==> config.mk <==
export PLATFORM = sky130hd
export DESIGN_NAME = vga_pixel_fetch
export DESIGN_NICKNAME = d
export VERILOG_FILES = /design/src/rtl/vga_pkg.sv /design/src/rtl/vga_delay_line.sv /design/src/rtl/vga_pixel_fetch.sv
export SDC_FILE = /design/constraint.sdc
export NUM_CORES = 1
export LEC_CHECK = 0
export ABC_AREA = 1
export CORE_MARGIN = 10
export CORE_UTILIZATION = 55
export CTS_CLUSTER_DIAMETER = 150
export DETAILED_ROUTE_END_ITERATION = 10
export PLACE_DENSITY = 0.81
export SYNTH_ARGS = -nofsm -noshare
export SYNTH_HDL_FRONTEND = slang
export SYNTH_SLANG_ARGS = --single-unit
==> constraint.sdc <==
create_clock -name clk -period 5.2 [get_ports clk]
set_input_delay 1.04 -clock clk [delete_from_list [all_inputs] [get_ports clk]]
set_output_delay 1.04 -clock clk [all_outputs]
set_load 0.03 [all_outputs]
==> src/rtl/vga_pkg.sv <==
`default_nettype none
// ============================================================================
// Module   : vga_pkg
// Purpose  : Shared pixel types, banner palette and pipeline flag bundle for
//            the VGA pixel-fetch path.
// Revision : 1.0 - initial release
// ============================================================================
package vga_pkg;

    localparam int RGB_W = 12;

    typedef logic [RGB_W-1:0] pix_t;

    localparam pix_t BORDER = 12'h222;

    // Indexed by classifier label: healthy, blight, rust, mildew, spot,
    // mosaic, scab, unknown.
    localparam pix_t PALETTE [0:7] = '{
        12'h0F0, 12'hA50, 12'hF80, 12'hCCC,
        12'h840, 12'hFF0, 12'h555, 12'hF00
    };

    typedef struct packed {
        logic hs;
        logic vs;
        logic act;
        logic win;
        logic ban;
    } vid_flags_t;

endpackage : vga_pkg
`default_nettype wire

==> src/rtl/vga_delay_line.sv <==
`default_nettype none
// ============================================================================
// Module   : vga_delay_line
// Purpose  : Fixed-depth shift register, cleared by reset.
// Revision : 1.0 - initial release
// ============================================================================
module vga_delay_line #(
    parameter int WIDTH = 1,
    parameter int DEPTH = 1
) (
    input  logic             clk,
    input  logic             rst_n,
    input  logic [WIDTH-1:0] d_i,
    output logic [WIDTH-1:0] q_o
);

    logic [DEPTH-1:0][WIDTH-1:0] stage_q;

    always_ff @(posedge clk or negedge rst_n) begin
        if (!rst_n) begin
            stage_q <= '0;
        end else begin
            stage_q[0] <= d_i;
            for (int i = 1; i < DEPTH; i++) begin
                stage_q[i] <= stage_q[i-1];
            end
        end
    end

    assign q_o = stage_q[DEPTH-1];

endmodule : vga_delay_line
`default_nettype wire

==> src/rtl/vga_pixel_fetch.sv <==
`default_nettype none
// ============================================================================
// Module   : vga_pixel_fetch
// Purpose  : Maps sync-generator positions to frame-buffer reads for the
//            upscaled image window, and muxes image, label banner and border.
// Revision : 1.0 - initial release
// ============================================================================
module vga_pixel_fetch
    import vga_pkg::*;
#(
    parameter logic [10:0] IMG_X0     = 11'd192,
    parameter logic [10:0] IMG_Y0     = 11'd112,
    parameter int          IMG_W      = 128,
    parameter int          IMG_H      = 128,
    parameter int          SCALE_LOG2 = 1,
    parameter int          RD_LAT     = 2,
    parameter logic [10:0] BANNER_H   = 11'd16,
    parameter int          ADDR_W     = 14
) (
    input  logic              clk,
    input  logic              rst_n,
    input  logic              h_free,
    input  logic              v_free,
    input  logic              h_sync,
    input  logic              v_sync,
    input  logic [10:0]       h_pos,
    input  logic [10:0]       v_pos,
    input  logic [2:0]        label_in,
    input  logic              label_valid,
    output logic [ADDR_W-1:0] fb_addr,
    output logic              fb_rd,
    input  logic [11:0]       fb_data,
    output logic [11:0]       vga_rgb,
    output logic              vga_hs,
    output logic              vga_vs,
    output logic              frame_start
);

    localparam int          AW1      = ADDR_W + 1;
    localparam int          SUB_W    = (SCALE_LOG2 > 0) ? SCALE_LOG2 : 1;
    localparam logic [10:0] X_END    = IMG_X0 + 11'(IMG_W << SCALE_LOG2);
    localparam logic [10:0] Y_END    = IMG_Y0 + 11'(IMG_H << SCALE_LOG2);
    localparam logic [AW1-1:0] MAX_ADDR = AW1'(IMG_W * IMG_H - 1);
    localparam logic [AW1-1:0] ROW_STEP = AW1'(IMG_W);
    localparam logic [SUB_W-1:0] SUB_MAX = SUB_W'((1 << SCALE_LOG2) - 1);
    localparam int          FLAG_W   = $bits(vid_flags_t);

    // Stage 0 decode
    logic w_act, w_in_win, w_in_ban, w_win_fall;

    always_comb begin
        w_act    = h_free & v_free;
        w_in_win = w_act && (h_pos >= IMG_X0) && (h_pos < X_END)
                         && (v_pos >= IMG_Y0) && (v_pos < Y_END);
        w_in_ban = w_act && (v_pos < BANNER_H);
    end

    // Address generation state
    logic              v_free_q, frame_start_q, in_win_q, fb_rd_q;
    logic [10:0]       col_cnt_q, col_cnt_d;
    logic [SUB_W-1:0]  line_sub_q, line_sub_d, w_sub_inc;
    logic [AW1-1:0]    row_base_q, row_base_d, w_row_next;
    logic [AW1-1:0]    w_col_off, w_sum, w_addr;
    logic [ADDR_W-1:0] fb_addr_q, fb_addr_d;
    logic [2:0]        label_pend_q, label_pend_d, label_act_q, label_act_d;
    logic              pend_valid_q, pend_valid_d;

    assign w_win_fall = in_win_q & ~w_in_win;

    always_comb begin
        w_col_off  = AW1'(col_cnt_q >> SCALE_LOG2);
        w_sum      = row_base_q + w_col_off;
        w_addr     = (w_sum > MAX_ADDR) ? MAX_ADDR : w_sum;
        fb_addr_d  = w_in_win ? w_addr[ADDR_W-1:0] : fb_addr_q;
        col_cnt_d  = w_in_win ? col_cnt_q + 11'd1 : 11'd0;

        w_sub_inc  = (line_sub_q == SUB_MAX) ? '0 : line_sub_q + 1'b1;
        w_row_next = row_base_q + ROW_STEP;
        line_sub_d = line_sub_q;
        row_base_d = row_base_q;
        if (frame_start_q) begin
            line_sub_d = '0;
            row_base_d = '0;
        end else if (w_win_fall) begin
            line_sub_d = w_sub_inc;
            // Each source row is shown on 2^SCALE_LOG2 display lines.
            if (w_sub_inc == '0) begin
                row_base_d = (w_row_next > MAX_ADDR) ? MAX_ADDR : w_row_next;
            end
        end
    end

    // Labels only become visible at a frame boundary; a strobe landing on
    // frame_start still queues behind the value being transferred.
    always_comb begin
        label_pend_d = label_pend_q;
        label_act_d  = label_act_q;
        pend_valid_d = pend_valid_q;
        if (frame_start_q && pend_valid_q) begin
            label_act_d  = label_pend_q;
            pend_valid_d = 1'b0;
        end
        if (label_valid) begin
            label_pend_d = label_in;
            pend_valid_d = 1'b1;
        end
    end

    always_ff @(posedge clk or negedge rst_n) begin
        if (!rst_n) begin
            v_free_q      <= 1'b0;
            frame_start_q <= 1'b0;
            in_win_q      <= 1'b0;
            fb_rd_q       <= 1'b0;
            fb_addr_q     <= '0;
            col_cnt_q     <= '0;
            line_sub_q    <= '0;
            row_base_q    <= '0;
            label_pend_q  <= '0;
            label_act_q   <= '0;
            pend_valid_q  <= 1'b0;
        end else begin
            v_free_q      <= v_free;
            frame_start_q <= v_free_q & ~v_free;
            in_win_q      <= w_in_win;
            fb_rd_q       <= w_in_win;
            fb_addr_q     <= fb_addr_d;
            col_cnt_q     <= col_cnt_d;
            line_sub_q    <= line_sub_d;
            row_base_q    <= row_base_d;
            label_pend_q  <= label_pend_d;
            label_act_q   <= label_act_d;
            pend_valid_q  <= pend_valid_d;
        end
    end

    // Flags travel alongside the read so they line up with fb_data.
    vid_flags_t        w_flags, w_flags_dly;
    logic [FLAG_W-1:0] w_dly_bits;

    always_comb begin
        w_flags.hs  = h_sync;
        w_flags.vs  = v_sync;
        w_flags.act = w_act;
        w_flags.win = w_in_win;
        w_flags.ban = w_in_ban;
    end

    vga_delay_line #(
        .WIDTH (FLAG_W),
        .DEPTH (1 + RD_LAT)
    ) u_flag_dly (
        .clk   (clk),
        .rst_n (rst_n),
        .d_i   (w_flags),
        .q_o   (w_dly_bits)
    );

    assign w_flags_dly = w_dly_bits;

    pix_t w_rgb;

    always_comb begin
        w_rgb = '0;
        if (w_flags_dly.act) begin
            if (w_flags_dly.ban)      w_rgb = PALETTE[label_act_q];
            else if (w_flags_dly.win) w_rgb = fb_data;
            else                      w_rgb = BORDER;
        end
    end

    assign fb_addr     = fb_addr_q;
    assign fb_rd       = fb_rd_q;
    assign vga_rgb     = w_rgb;
    assign vga_hs      = w_flags_dly.hs;
    assign vga_vs      = w_flags_dly.vs;
    assign frame_start = frame_start_q;

endmodule : vga_pixel_fetch
`default_nettype wire

# Word-level counts from Yosys, hierarchy flattened
# Memory sizes are Yosys's and may differ from the RTL's.
# Cells that the tools add are included.
[word_totals]
memories = 1
regBits = 66
romBits = 96
inputBits = 44
[mem_list]
columns = ["memory", "depth", "width", "read_ports", "rd_ports_with_merged_regs", "write_ports", "line_no", "text"]
rows = [
  ["(name not given)", 8, 12, 1, 0, 0, "vga_pixel_fetch.sv:166", "if (w_flags_dly.ban) w_rgb = PALETTE[label_act_q];"],
]
[op_classes]
reduce_logical = 9
muxes = 16
bitwise_logic = 6
addsub = 4
order_cmp = 8
n_eq_ne = 1
[ops]
columns = ["op", "count"]
rows = [
  ["2-to-1 mux 12 bit", 5],
  ["2-to-1 mux 15 bit", 4],
  ["greater-than comparator 15 x 14 -> 1 bit, second input constant", 2],
  ["< comparator 11 x 9 -> 1 bit, second input constant", 2],
  ["adder 15 x 10 -> 15 bit", 1],
  ["adder 15 x 8 -> 15 bit, second input constant", 1],
  ["2-to-1 mux 14 bit", 1],
  ["adder 11 x 1 -> 11 bit, second input constant", 1],
  ["greater-or-equal comparator 11 x 7 -> 1 bit, second input constant", 1],
  ["greater-or-equal comparator 11 x 8 -> 1 bit, second input constant", 1],
  ["< comparator 11 x 5 -> 1 bit, second input constant", 1],
  ["2-to-1 mux 11 bit", 1],
  ["logical AND 1 bit", 6],
  ["2-to-1 mux 1 bit", 5],
  ["greater-or-equal comparator 4 bit, second input constant", 1],
  ["inverter 3 -> 4 bit", 1],
  ["nonzero test 2 bit", 2],
  ["bitwise AND 1 bit", 3],
  ["!= test 2 bit, second input constant", 1],
  ["inverter 1 bit", 2],
  ["AND reduction 2 bit", 1],
  ["adder 1 bit, second input constant", 1],
]

# Logic depth before layout (Yosys ltp)
[logic_depth]
ltp_word = 9
ltp_mapped = 12
mapped_depth_nobuf = 12

# Cells and area by module
# Synthesis repeated with hierarchy kept, for this count alone.
[unflattened]
hier_cells = 481
area_unflattened_um2 = 3627.2
[by_module_without_submodules]
columns = ["module", "seq_area_each_um2", "cells_each", "instances", "area_each_um2"]
rows = [
  ["vga_pixel_fetch", 1126.1, 461, 1, 3214.3],
  ["vga_delay_line", 375.4, 20, 1, 412.9],
]

# Worst setup path before layout
# OpenSTA, ideal clock, no wires.
[synth_timing]
path_kind = "input port to output port"
start = "input fb_data[2]"
end = "output vga_rgb[2]"
t_required_ns = 4.160
path_slack_ns = 2.279
cell_stages = 2
arrival_time_ns = 1.881
path_cell_list = "a21oi_1 > a311oi_1"
[synth_via]
elab_chain_cells = 3
[synth_lines]
columns = ["element", "line_no", "text"]
rows = [
  ["start, declared", "vga_pixel_fetch.sv:32", "input logic [11:0] fb_data,"],
  ["2-to-1 mux 12 bit", "vga_pixel_fetch.sv:167", "else if (w_flags_dly.win) w_rgb = fb_data;"],
  ["2-to-1 mux 12 bit", "vga_pixel_fetch.sv:166", ""],
  ["2-to-1 mux 12 bit", "vga_pixel_fetch.sv:165", "if (w_flags_dly.act) begin"],
  ["end, declared", "vga_pixel_fetch.sv:33", "output logic [11:0] vga_rgb,"],
]
# No other way between the ends.

# Worst setup path after layout
# Ends and elaborated chain as after synthesis.

==> metrics.md <==
| Metric | Value |
|---|---|
| Cell mode on critical path | `clkdlybuf4s50_1` |
| Worst-path cell chain | `clkdlybuf4s50_1 > a21oi_1 > a311oi_1 > clkdlybuf4s50_1` |
| Unique masters post-synth | `40` |
| Cell area power density | `roughly 260 nW/um2` |
| CTS hold repair buffers | `0` |
| Synth async-reset ratio | `1.00` |
| Fin Clk Skew | `just over 0.01 ns` |
| Crit end category | `primary output` |
| Data arrival time of the critical path | `2.49 ns` |
| Via density | `roughly 5.2` |
| FF-to-FF Start | `row_base_q[5]` |
| Stages on worst setup path | `4` |
| Wire per inst | `~14 um` |
| Total Wirelength | `about 8.8 mm` |
| Die Area | `between 10000 and 15000 um2` |
| Share of cells above drive strength 1 | `0.110` |
| Ant. Diodes | `0` |
| Placement Setup Slack | `approximately 1.7 ns` |
| Fin. max-slew vios | `0` |
| Synth Cell Area | `approximately 3700 um2` |
| CP max-delay cell | `clkdlybuf4s50_1` |
| Wl on met1 | `around 3.7 mm` |
| Reg clk slew, reported paths | `~0.08 ns` |
| Worst reg2reg endpoint | `fb_addr[7]` |
| Die Wd | `101 um` |
| Crit path max-delay family | `buffers and inverters` |
| Ports | `between 70 and 80` |
| CTS root buffer | `clkbuf_8` |
| Total power | `approximately 1200 uW` |
| Hold slack | `0.341 ns` |
| Post-synth EDFFs | `0` |
| Critical path's largest stage delay | `a little over 0.7 ns` |
| DRC violations left | `0` |
| CP Data Required Time | `4.16 ns` |
| Cells after synthesis | `484` |
| Uppermost layer routed | `met4` |
| Min Tclk post-route | `3.53 ns` |
| Vias | `~3.3k` |
| Headroom to the max-slew limit | `0.515` |
| Final HPWL DP | `roughly 7 mm` |
| CTS tree | `done` |
| Postcts setup bufs | `0` |
| Seq/Total Area, Yosys | `0.404` |
| Endpoints failing setup | `0` |
| Commonest non-fill, non-tap cell in the layout | `nand2_1` |
| Worst-Margin Slew | `0.727 ns` |
| Placer Congestion | `0.941` |
| Cell row count | `29` |
| Final cycle utilization of the critical path | `0.679` |
| Cts repair resizes | `0` |
| H-tree lvl count | `3` |
| Syn Area/Cell | `around 7.5 um2` |
| Peak supply drop | `0.241 mV` |
| Drt first pass iters | `4` |
| Chip Height | `about 100 um` |
| First-pass GRT wire length | `14.8 mm` |
| CP startpoint kind | `input pin` |
| Starting Density | `0.572` |
| Num CTS Buffers | `9` |
| Pleak | `0.00225 uW` |
| Worst Hold End | `u_flag_dly.q_o[1]` |
| Syn Nets | `550` |
| Most frequent cells in the layout | `nand2_1, inv_1, clkdlybuf4s50_1` |
| Worst Hold Depth | `0` |
| Vias in the first global route | `3132` |
| CP Class | `input pin to primary output` |
| Post-Place Cells | `a little over 600` |
| Synthesis-to-finish area growth | `24.3%` |
| Max Cap Viol | `0` |
| Max Clock Freq | `between 0.2 and 0.3 GHz` |
| RSZ-0062 raised after global routing | `no` |
| Yosys warns | `0` |
| Final hold vios | `0` |
| GR Overflow Total | `0` |
| Filler cell count | `501` |
| Skew-Pair Late Insertion Delay | `roughly 0.34 ns` |
| Final ANT Viol Nets | `0` |
| Min-delay worst type | `register to register` |
| Initial antenna violation count | `0` |
| R2R Setup Slk | `2.82 ns` |
| FF-to-FF path depth | `11` |
| Largest net degree at the start of global routing | `60` |
| Status | `finished clean` |
| Nets | `618` |
| Buffers & Inverters on Critical Path | `2` |
| CTS Buffer Depth | `2` |
| Initial DRC Count | `186` |
| Hold path startpoint | `u_flag_dly.stage_q[6]` |
| Final cell count without fillers | `~630` |
| Core Box Area | `6390 um2` |
| I/O Buffers | `63` |
| Gr usage total | `0.178` |
| Setup TNS Final | `0 ns` |
| Most used DFF post-synth | `dfrtp_1` |
| Fin worst setup slack | `1.67 ns` |
| Register bit total from synthesis | `slightly below 60` |
| Crit-path max FO | `1` |
| DR WL met2 | `between 4 and 5 mm` |
| Routed wl met3 | `511 um` |
| # clock sinks | `slightly below 60` |
worst reg2reg max path, delay by kind of cell (launching register included):
family | cells | cell delay (ns)
simple gates | 7 | 0.84
flops | 1 | 0.58
fa+ha+maj | 2 | 0.71
buf+inv | 2 | 0.17
synthesized netlist by cell type, types with 6 or more instances:
library cell / count / area share
dfrtp_1: 59 / 0.40
nand3_1: 35 / 0.048
nor2_1: 45 / 0.046
inv_1: 63 / 0.065
ha_1: 21 / 0.072
nor2_2: 20 / 0.034
o21ai_0: 13 / 0.018
nand4_1: 6 / 0.010
a21oi_1: 19 / 0.026
nand2_1: 137 / 0.14
area by class of cell:
| cell class | instances | area (um2) | area share |
|---|---|---|---|
| multi-input combinational | 350 | 1880 | 0.414 |
| clock inverter | 7 | 76.3 | 0.0168 |
| clock buffer | 9 | 124 | 0.0273 |
| timing repair buffer | 64 | 633 | 0.139 |
| sequential | 59 | 1480 | 0.325 |
| tap | 77 | 96.3 | 0.0212 |
| inverter | 68 | 255 | 0.0562 |
through the flow:
| stage | util | area, um2 |
|---|---|---|
| final | 0.711 | 4540 |
| after global routing | 0.711 | 4540 |
| after CTS | 0.711 | 4540 |
| after detailed placement | 0.680 | 4340 |
| after global placement | 0.680 | 4340 |
| after floorplan | - | 3650 |
registers in the layout (all words and copies together), names as in the netlist:
signal	cells
pend_valid_q	1
row_base_q	9
u_flag_dly.q_o	5
label_pend_q	3
col_cnt_q	11
u_flag_dly.stage_q	10
label_act_q	3
frame_start	1
v_free_q	1
fb_addr	14
line_sub_q	1
cells by family after synthesis:
kind of cell / Yosys count / share of synthesized area
adder cells (fa/ha/maj): 22 / 0.0774
XOR/XNOR: 8 / 0.0212
AND/OR/NAND/NOR: 269 / 0.334
AO/OA/AOI/OAI: 51 / 0.0815
buffers and inverters: 75 / 0.0812
flip-flops: 59 / 0.404
report_power, final:
group | total [uW] | leakage, uW | switching [uW] | internal [uW]
Sequential | 523 | 0.000774 | 26.9 | 496
Clock | 420 | 0.0000962 | 196 | 224
Combinational | 241 | 0.00138 | 134 | 107
Total | 1180 | 0.00225 | 356 | 828
worst max path at each step:
stage	from	to	slack, ns
after detailed placement	fb_data[2]	vga_rgb[2]	1.67
after global routing	fb_data[2]	vga_rgb[2]	1.65
after CTS	fb_data[2]	vga_rgb[2]	1.67
after floorplan	fb_data[2]	vga_rgb[2]	2.28
after global placement	fb_data[2]	vga_rgb[2]	1.67
final	fb_data[2]	vga_rgb[2]	1.67
layer usage:
| layer | vias to the layer above | global-route usage |
|---|---|---|
| met5 | - | 0 |
| met2 | 80 | 0.300 |
| li1 | 1667 | - |
| met1 | 1535 | 0.218 |
| met3 | 11 | 0.0422 |
| met4 | 0 | 0.0600 |
Note: power is estimated with default switching activity, not from simulation.
